--- src/rtl/mem_cache_cmd_arbiter_rr.sv ---
// N-channel cache command arbiter: round-robin or fixed-priority grant,
// one outstanding memory transaction, response routed to the owning channel.
module mem_cache_cmd_arbiter_rr #(
  parameter int NCH  = 2,
  parameter int MODE = 0,
  parameter int AW   = 32,
  parameter int DW   = 32,
  parameter int MW   = 2,
  parameter int EW   = 2
) (
  input  logic                          clk,
  input  logic                          reset,
  input  logic [NCH-1:0]                req_in_valid,
  output logic [NCH-1:0]                req_in_ready,
  input  logic [NCH-1:0][AW-1:0]        req_in_addr,
  input  logic [NCH-1:0]                req_in_wen,
  input  logic [NCH-1:0][DW-1:0]        req_in_wdata,
  input  logic [NCH-1:0][MW-1:0]        req_in_wmask,
  input  logic [NCH-1:0]                req_in_pte,
  output logic [NCH-1:0]                resp_in_valid,
  output logic [NCH-1:0]                resp_in_error,
  output logic [NCH-1:0][EW-1:0]        resp_in_errty,
  output logic [NCH-1:0][DW-1:0]        resp_in_rdata,
  output logic                          memreq_in_valid,
  input  logic                          memreq_in_ready,
  output logic [AW-1:0]                 memreq_in_addr,
  output logic                          memreq_in_wen,
  output logic [DW-1:0]                 memreq_in_wdata,
  output logic [MW-1:0]                 memreq_in_wmask,
  output logic                          memreq_in_pte,
  input  logic                          memresp_in_valid,
  input  logic                          memresp_in_error,
  input  logic [EW-1:0]                 memresp_in_errty,
  input  logic [DW-1:0]                 memresp_in_rdata,
  output logic                          busy,
  output logic [$clog2(NCH)-1:0]        cur_ch
);

  localparam int CW = $clog2(NCH);
  localparam logic [MW-1:0] SIZE_W = MW'(2);

  typedef enum logic [1:0] {
    IDLE = 2'd0,
    HOLD = 2'd1,
    WAIT = 2'd2
  } state_t;

  state_t          r_state;
  logic [CW-1:0]   r_last;
  logic [CW-1:0]   r_cur;
  logic [AW-1:0]   r_h_addr;
  logic            r_h_wen;
  logic [DW-1:0]   r_h_wdata;
  logic [MW-1:0]   r_h_wmask;
  logic            r_h_pte;

  logic [CW-1:0]   w_gnt;
  logic            w_ok;
  logic            w_issue;

  // Round-robin search starts one past the last granted channel.
  always_comb begin
    w_gnt = '0;
    w_ok  = 1'b0;
    if (MODE == 1) begin
      for (int i = NCH - 1; i >= 0; i--) begin
        if (req_in_valid[i]) begin
          w_ok  = 1'b1;
          w_gnt = CW'(i);
        end
      end
    end else begin
      for (int k = 1; k <= NCH; k++) begin
        if (!w_ok && req_in_valid[(int'(r_last) + k) % NCH]) begin
          w_ok  = 1'b1;
          w_gnt = CW'((int'(r_last) + k) % NCH);
        end
      end
    end
  end

  assign w_issue = (r_state == IDLE) && w_ok && !reset;

  always_comb begin
    req_in_ready = '0;
    if (w_issue)
      req_in_ready[w_gnt] = 1'b1;
  end

  always_comb begin
    memreq_in_valid = 1'b0;
    memreq_in_addr  = '0;
    memreq_in_wen   = 1'b0;
    memreq_in_wdata = '0;
    memreq_in_wmask = SIZE_W;
    memreq_in_pte   = 1'b0;
    unique case (r_state)
      IDLE: begin
        memreq_in_valid = w_issue;
        memreq_in_addr  = req_in_addr[w_gnt];
        memreq_in_wen   = req_in_wen[w_gnt];
        memreq_in_wdata = req_in_wdata[w_gnt];
        memreq_in_wmask = req_in_wmask[w_gnt];
        memreq_in_pte   = req_in_pte[w_gnt];
      end
      HOLD: begin
        memreq_in_valid = 1'b1;
        memreq_in_addr  = r_h_addr;
        memreq_in_wen   = r_h_wen;
        memreq_in_wdata = r_h_wdata;
        memreq_in_wmask = r_h_wmask;
        memreq_in_pte   = r_h_pte;
      end
      WAIT: begin
        memreq_in_valid = 1'b0;
      end
      default: begin
        memreq_in_valid = 1'b0;
      end
    endcase
  end

  // Error and data are broadcast; only valid is steered.
  always_comb begin
    for (int i = 0; i < NCH; i++) begin
      resp_in_valid[i] = (r_state == WAIT) && memresp_in_valid
                         && (r_cur == CW'(i));
      resp_in_error[i] = memresp_in_error;
      resp_in_errty[i] = memresp_in_errty;
      resp_in_rdata[i] = memresp_in_rdata;
    end
  end

  always_ff @(posedge clk or posedge reset) begin
    if (reset) begin
      r_state   <= IDLE;
      r_last    <= CW'(NCH - 1);
      r_cur     <= '0;
      r_h_addr  <= '0;
      r_h_wen   <= 1'b0;
      r_h_wdata <= '0;
      r_h_wmask <= '0;
      r_h_pte   <= 1'b0;
    end else begin
      unique case (r_state)
        IDLE: begin
          if (w_ok) begin
            r_h_addr  <= req_in_addr[w_gnt];
            r_h_wen   <= req_in_wen[w_gnt];
            r_h_wdata <= req_in_wdata[w_gnt];
            r_h_wmask <= req_in_wmask[w_gnt];
            r_h_pte   <= req_in_pte[w_gnt];
            r_cur     <= w_gnt;
            r_last    <= w_gnt;
            r_state   <= memreq_in_ready ? WAIT : HOLD;
          end
        end
        HOLD: begin
          if (memreq_in_ready)
            r_state <= WAIT;
        end
        WAIT: begin
          if (memresp_in_valid)
            r_state <= IDLE;
        end
        default: begin
          r_state <= IDLE;
        end
      endcase
    end
  end

  assign busy   = (r_state != IDLE);
  assign cur_ch = r_cur;

endmodule

--- config.mk ---
export PLATFORM = sky130hd
export DESIGN_NAME = mem_cache_cmd_arbiter_rr
export DESIGN_NICKNAME = d
export VERILOG_FILES = /design/src/rtl/mem_cache_cmd_arbiter_rr.sv
export SDC_FILE = /design/constraint.sdc
export NUM_CORES = 1
export LEC_CHECK = 0
export CAP_MARGIN = 20
export CORE_UTILIZATION = 30
export DETAILED_ROUTE_END_ITERATION = 8
export GPL_ROUTABILITY_DRIVEN = 0
export GPL_TIMING_DRIVEN = 0
export PLACE_DENSITY_LB_ADDON = 0.3
export SETUP_SLACK_MARGIN = 0.1
export SYNTH_ARGS = -nofsm -noshare
export SYNTH_HDL_FRONTEND = slang
export SYNTH_SLANG_ARGS = --single-unit
--- constraint.sdc ---
create_clock -name clk -period 2.5 [get_ports clk]
set_input_delay 0.375 -clock clk [delete_from_list [all_inputs] [get_ports clk]]
set_output_delay 0.375 -clock clk [all_outputs]
set_load 0.1 [all_outputs]
==> qor.csv, run 1 <==
stage;metric;value;unit
status;status;complete, but fails checks;
status;violations;negative setup slack;
timing;skew;0.00842;ns
clocking;path_clk_slew;0.06;ns
clocking;cts.path.max_buffers;2;
timing;setup_slack;-0.0450;ns
timing;rsz0062_at_grt;yes;
final_layout;final_area;0.0119;mm2
final_layout;nFillCells;1252;
floorplanning;core;0.0168;mm2
final_layout;multi_input_area;0.00427;mm2
placed_design;io_buffers;286;
power;irDropWorstVdd;567;uV
logic_synthesis;synth_commonest_cells;nand2_1, a21oi_1, buf_4;
drt;drt-total-wl;24.6;mm
timing;slew_viol_final;0;
timing;final-setup-viol-count;20;
power;p_per_area;906;mW/mm2
timing;final_hold_viol_count;0;
timing;max_slew_margin;33.7;%
logic_synthesis;synth.distinct_cells;31;
setup_path;worstPathCellList;buf_4, a21boi_4, buf_12, buf_12, clkbuf_16, nand2_4, a311oi_4, buf_12;
final_layout;area_delta_synth_final;128;%
logic_synthesis;synth-seq-cells;72;
timing;fin_hold_ws;0.476;ns
logic_synthesis;async_reset_ff_share;100;%
setup_path;critPathSlowestCell;dfstp_2;
logic_synthesis;syn_area_per_cell;8.13;um2
power;p_leak;4.81;nW
logic_synthesis;syn_nets;821;
timing;fin_crit_sh;102;%
clocking;cts_htree_levels;3;
logic_synthesis;yosys.area.top_type_share;33.9;%
setup_path;cp_max_fo;5;
power;power.total;0.0108;W
logic_synthesis;yosys-top-cells-area;dfrtp_1, buf_4, a41oi_1;
final_layout;drive_above_1_share;45.6;%
clocking;cts_tree;yes;
final_layout;layout.nets;1159;
logic_synthesis;seq_area_frac_synth;34.4;%
floorplanning;fp-row-count;47;
placed_design;dpl-instance-area;0.00967;mm2
final_layout;regArea;0.00180;mm2
setup_path;cp_num_buf_inv;5;
drt;viasPerCell;5.38;
floorplanning;die_area;0.0180;mm2
floorplanning;start_util;31.1;%
worst_hold_path;min_path_type;in -> reg;
timing;post-route-min-period;2.54;ns
drt;drt_iter0_markers;311;
setup_path;endpoint_kind;output pin;
logic_synthesis;syn_area;0.00524;mm2
logic_synthesis;synth_edf_count;0;
global_routing;grt_pass1_vias;6621;
drt;via_count;6493;
global_routing;grt_max_degree;39;
floorplanning;die_y;134;um
floorplanning;ios;322;
setup_path;arrival;2.17;ns
global_routing;antenna_found_initial;1;
drt;drc;0;
global_routing;grt_pass1_wl;36.2;mm
clocking;cts.sinks;72;
timing;fmax;393;MHz
logic_synthesis;syn_inst;644;
clocking;clock_latency;0.35;ns
drt;wl_per_cell;20.3;um
floorplanning;die-width;134;um
setup_path;crit_family;buffers and inverters;
drt;antenna_left;0;
logic_synthesis;synth_top_flop_cell;dfrtp_1;
logic_synthesis;ys_warn_count;0;
setup_path;worstSetupPathType;reg -> out;
clocking;cts_hold_buf;0;
run;cap_violations;0;
setup_path;start_kind;register;
clocking;cts_root_buffer;clkbuf_16;
drt;firstDrtPassIters;5;
global_routing;grt_overflow;0;
global_routing;grtUsageTotal;26.3;%
logic_synthesis;post-synth-top-count-cell;nand2_1;
logic_synthesis;synth_top_area_cell;dfrtp_1;
timing;tightest_slew;0.992;ns
setup_path;worst_ep_required_time;2.12;ns
setup_path;worst_path_largest_cell_delay;0.38;ns
setup_path;cp_common_cell;buf_12;
placed_design;dp_hpwl;16.5;mm
clocking;cts_buffers;9;
power breakdown:
part | internal [W] | switching [W]
Sequential | 0.00158 | 0.000223
Clock | 0.000753 | 0.000520
Combinational | 0.00291 | 0.00483
Total | 0.00525 | 0.00558
repair_timing:
item	4_1_cts	5_1_grt
setup buffers	15	11
resized for setup	764	126
setup endpoints to repair	74	70
pin swaps	70	60
cloned	6	4
state kept, by name, indices dropped and copies added, names as in the netlist:
signal,cells
cur_ch,1
r_h_addr,32
r_h_pte,1
r_h_wdata,32
r_h_wen,1
r_h_wmask,2
r_last,1
r_state,2
worst register-to-register path: cells and delay by family, from the launching register on:
family | cells | cell delay (ns)
AOI/OAI and AO/OA | 2 | 0.42
buffers and inverters | 3 | 0.73
DFF | 1 | 0.36
and+or+nand+nor | 1 | 0.21
final cells by class:
| type | count | area share (%) |
|---|---|---|
| Multi-Input combinational cell | 420 | 35.7 |
| Inverter | 15 | 0.492 |
| Clock inverter | 2 | 0.105 |
| Buffer | 136 | 9.01 |
| Antenna cell | 1 | 0.0209 |
| Sequential cell | 72 | 15.1 |
| Clock buffer | 14 | 2.29 |
| Timing Repair Buffer | 328 | 34.9 |
| Tap cell | 220 | 2.30 |
per-stage QoR:
stage | worst slack, ns | setup TNS (ns) | cells | utilization (%)
floorplan | -0.443 | -2.13 | 644 | -
global placement | -1.36 | -162.93 | 1150 | 56.8
detailed placement | -1.05 | -67.53 | 1157 | 57.5
CTS | -0.00553 | -0.00554 | 1194 | 67.1
global route | -0.0713 | -1.69 | 1208 | 71.0
finish | -0.0450 | -0.341 | 1208 | 71.0
routing by layer:
layer	global-route usage, %	share of wire (%)	vias to the layer above
met2	45.7	51	278
li1	-	-	2985
met1	32.6	41	3193
met5	0	0	-
met3	4.99	6.0	37
met4	8.49	2.3	0
worst paths after layout:
| path | to | slack [ns] | cells past startpoint | start |
|---|---|---|---|---|
| max | memreq_in_addr[29] | -0.04 | 8 | r_last$_DFFE_PP1P_ |
| min | r_last$_DFFE_PP1P_ | 0.48 | 2 | req_in_valid[0] |
| min reg2reg | r_h_addr[5]$_DFFE_PP0P_ | 0.53 | 2 | r_h_addr[5]$_DFFE_PP0P_ |
| min in group asynchronous | cur_ch$_DFFE_PP0P_ | 0.61 | 2 | reset |
| max in group asynchronous | r_last$_DFFE_PP1P_ | 1.25 | 3 | reset |
| max reg2reg | r_h_wdata[11]$_DFFE_PP0P_ | 0.69 | 6 | r_state[1]$_DFFE_PP0P_ |
kinds of logic after synthesis:
family	share of synthesized area, %
DFF	34.4
muxes	1.53
and+or+nand+nor	14.7
buffers and inverters	18.1
AOI/OAI and AO/OA	31.3
layout by cell type (no fill, tap or decap), types with 2 or more instances in the layout:
master           instances
clkbuf_2                 4
buf_4                   89
nand2_4                 65
buf_8                   11
nor2_1                  58
clkdlybuf4s15_2          3
dfrtp_1                 71
nand2b_1                 2
a221oi_4                 7
a21o_1                   4
mux2i_1                  5
buf_16                   5
nor3_4                   2
a21oi_1                 67
clkdlybuf4s50_1        210
a311oi_4                55
a21oi_2                  8
clkbuf_8                 3
nand2_2                 47
clkbuf_4                 4
buf_6                   14
a41oi_1                 64
buf_2                   21
inv_1                   13
dlygate4sd2_1            2
clkbuf_16               13
mux2i_4                  3
nand2_1                 17
buf_12                  83
clkbuf_1                16
No activity file was read; power rests on OpenSTA's default activity.
==> inputs of run 2 (changes only) <==
Settings changed: CORE_ASPECT_RATIO set to 1.5.
==> qor.csv, run 2 (same netlist as run 1, synthesis figures left out) <==
stage;metric;value;unit
setup_path;worstPathCellList;buf_4, a21boi_4, buf_12, buf_8, nand2_4, a311oi_4, buf_12;
power;irDropWorstVdd;522;uV
floorplanning;die_y;164;um
global_routing;grt_overflow;0;
timing;slew_viol_final;0;
clocking;cts.path.max_buffers;2;
global_routing;grtUsageTotal;26.2;%
setup_path;arrival;2.09;ns
timing;fin_hold_ws;0.484;ns
timing;final_hold_viol_count;0;
run;cap_violations;0;
floorplanning;start_util;31.0;%
setup_path;endpoint_kind;output pin;
worst_hold_path;whs_path_depth;2;
worst_hold_path;hold_path_startpoint;req_in_valid[0];
setup_path;cp_common_cell;buf_12;
final_layout;top_regs;r_h_addr: 32 flops, r_h_wdata: 32 flops;
power;p_per_area;927;mW/mm2
setup_path;worstSetupPathType;reg -> out;
final_layout;drive_above_1_share;36.3;%
timing;post-route-min-period;2.47;ns
global_routing;grtUsageMet2;49.6;%
timing;rsz0062_at_grt;yes;
clocking;path_clk_slew;0.06;ns
final_layout;final_area;0.0112;mm2
placed_design;io_buffers;286;
global_routing;grt_max_degree;41;
clocking;cts.sinks;72;
drt;drt_iter0_markers;250;
placed_design;pre_cts_ws;-1.06;ns
timing;fin_crit_sh;98.6;%
final_layout;layout_common_cells;clkdlybuf4s50_1, nand2_1, buf_4;
floorplanning;fp-row-count;58;
global_routing;grt_pass1_vias;6635;
final_layout;fin_util;66.1;%
setup_path;critPathSlowestCell;a311oi_4;
floorplanning;die_area;0.0180;mm2
setup_path;start_kind;register;
final_layout;layout.nets;1138;
clocking;cts_root_buffer;clkbuf_16;
drt;antenna_left;0;
global_routing;gr-max-usage-layer;met2;
drt;drt-total-wl;24.2;mm
setup_path;cp_max_fo;7;
final_layout;final_common_cell;clkdlybuf4s50_1;
status;status;complete, no violations;
drt;firstDrtPassIters;6;
placed_design;dpl-instance-area;0.00968;mm2
worst_hold_path;min_path_type;in -> reg;
final_layout;nFillCells;1321;
global_routing;grt_pass1_wl;35.2;mm
power;p_leak;4.45;nW
timing;fmax;406;MHz
floorplanning;core;0.0169;mm2
timing;final-setup-viol-count;0;
setup_path;worst_ep_required_time;2.12;ns
placed_design;dp_hpwl;18.0;mm
drt;wl_per_cell;20.6;um
floorplanning;die-width;110;um
clocking;cts_buffers;9;
final_layout;area_delta_synth_final;113;%
clocking;cts_tree;yes;
timing;tightest_slew;0.976;ns
setup_path;worst_path_largest_cell_delay;0.40;ns
setup_path;rrSetupSlack;0.75;ns
floorplanning;ios;322;
timing;skew;0.00402;ns
drt;via_count;6355;
setup_path;r2r_start;r_state[1]$_DFFE_PP0P_;
drt;viasPerCell;5.41;
global_routing;antenna_found_initial;1;
setup_path;setup.worst_path.start;r_last$_DFFE_PP1P_;
timing;tns;0;ns
clocking;clock_latency;0.34;ns
timing;setup_slack;0.0345;ns
clocking;cts_hold_buf;0;
clocking;cts_htree_levels;3;
timing;max_slew_margin;34.7;%
global_routing;grt_use_met1;28.0;%
drt;drc;0;
global_routing;grt.met3_usage;4.72;%
setup_path;rr_worst_depth;5;
-- run 2: cell count changes in the layout (fill, tap and decap cells not counted), sizes merged --
cell,change
clkbuf,-3
clkinvlp,-1
buf,-20
-- run 2: per-stage QoR --
stage	power [W]	std cells
5_1_grt	0.0107	1174
3_5_place_dp	0.00810	1147
3_3_place_gp	0.00797	1140
4_1_cts	0.0101	1167
6_report	0.0104	1174
2_1_floorplan	0.00662	644
-- run 2: power breakdown --
| group | internal [W] | leakage (nW) | switching, W | total, W |
|---|---|---|---|---|
| sequential | 0.00158 | 0.808 | 0.000224 | 0.00181 |
| clock | 0.000708 | 0.130 | 0.000490 | 0.00120 |
| combinational | 0.00268 | 3.52 | 0.00467 | 0.00735 |
-- run 2: final timing paths --
kind,endpoint
max,memreq_in_addr[20]
min,r_last$_DFFE_PP1P_
max reg2reg,r_h_addr[22]$_DFFE_PP0P_
min reg2reg,r_h_addr[4]$_DFFE_PP0P_
max in group asynchronous,r_last$_DFFE_PP1P_
min in group asynchronous,r_h_addr[3]$_DFFE_PP0P_
-- run 2: area by class of cell --
class	instances	area (um2)	area share, %
well taps	210	263	2.35
clock buffers	12	256	2.30
inverters	15	58.8	0.526
repair buffers	306	3880	34.7
multi-input cells	420	3880	34.7
flip-flops and latches	72	1800	16.1
diodes	1	2.50	0.0224
clock inverters	1	5.00	0.0448
plain buffers	137	1030	9.20
-- run 2: worst max-delay path, delay by kind of cell (launching register included) --
kind,cells,cell delay [ns]
flops,1,0.37
simple gates,1,0.06
compound gates,2,0.61
buf+inv,4,0.69
-- run 2: routing by layer --
| layer | up-vias | routed length [um] |
|---|---|---|
| met5 | - | 0 |
| met4 | 0 | 683 |
| met3 | 50 | 1570 |
| met2 | 310 | 13400 |
| met1 | 3056 | 8580 |
| li1 | 2939 | - |
-- run 2: repair_timing --
action / 4_1_cts / 5_1_grt
gates cloned: 1 / 5
setup endpoints to repair: 74 / 68
setup buffers: 6 / 1
pin swaps: 54 / 36
gates resized for setup: 663 / 84
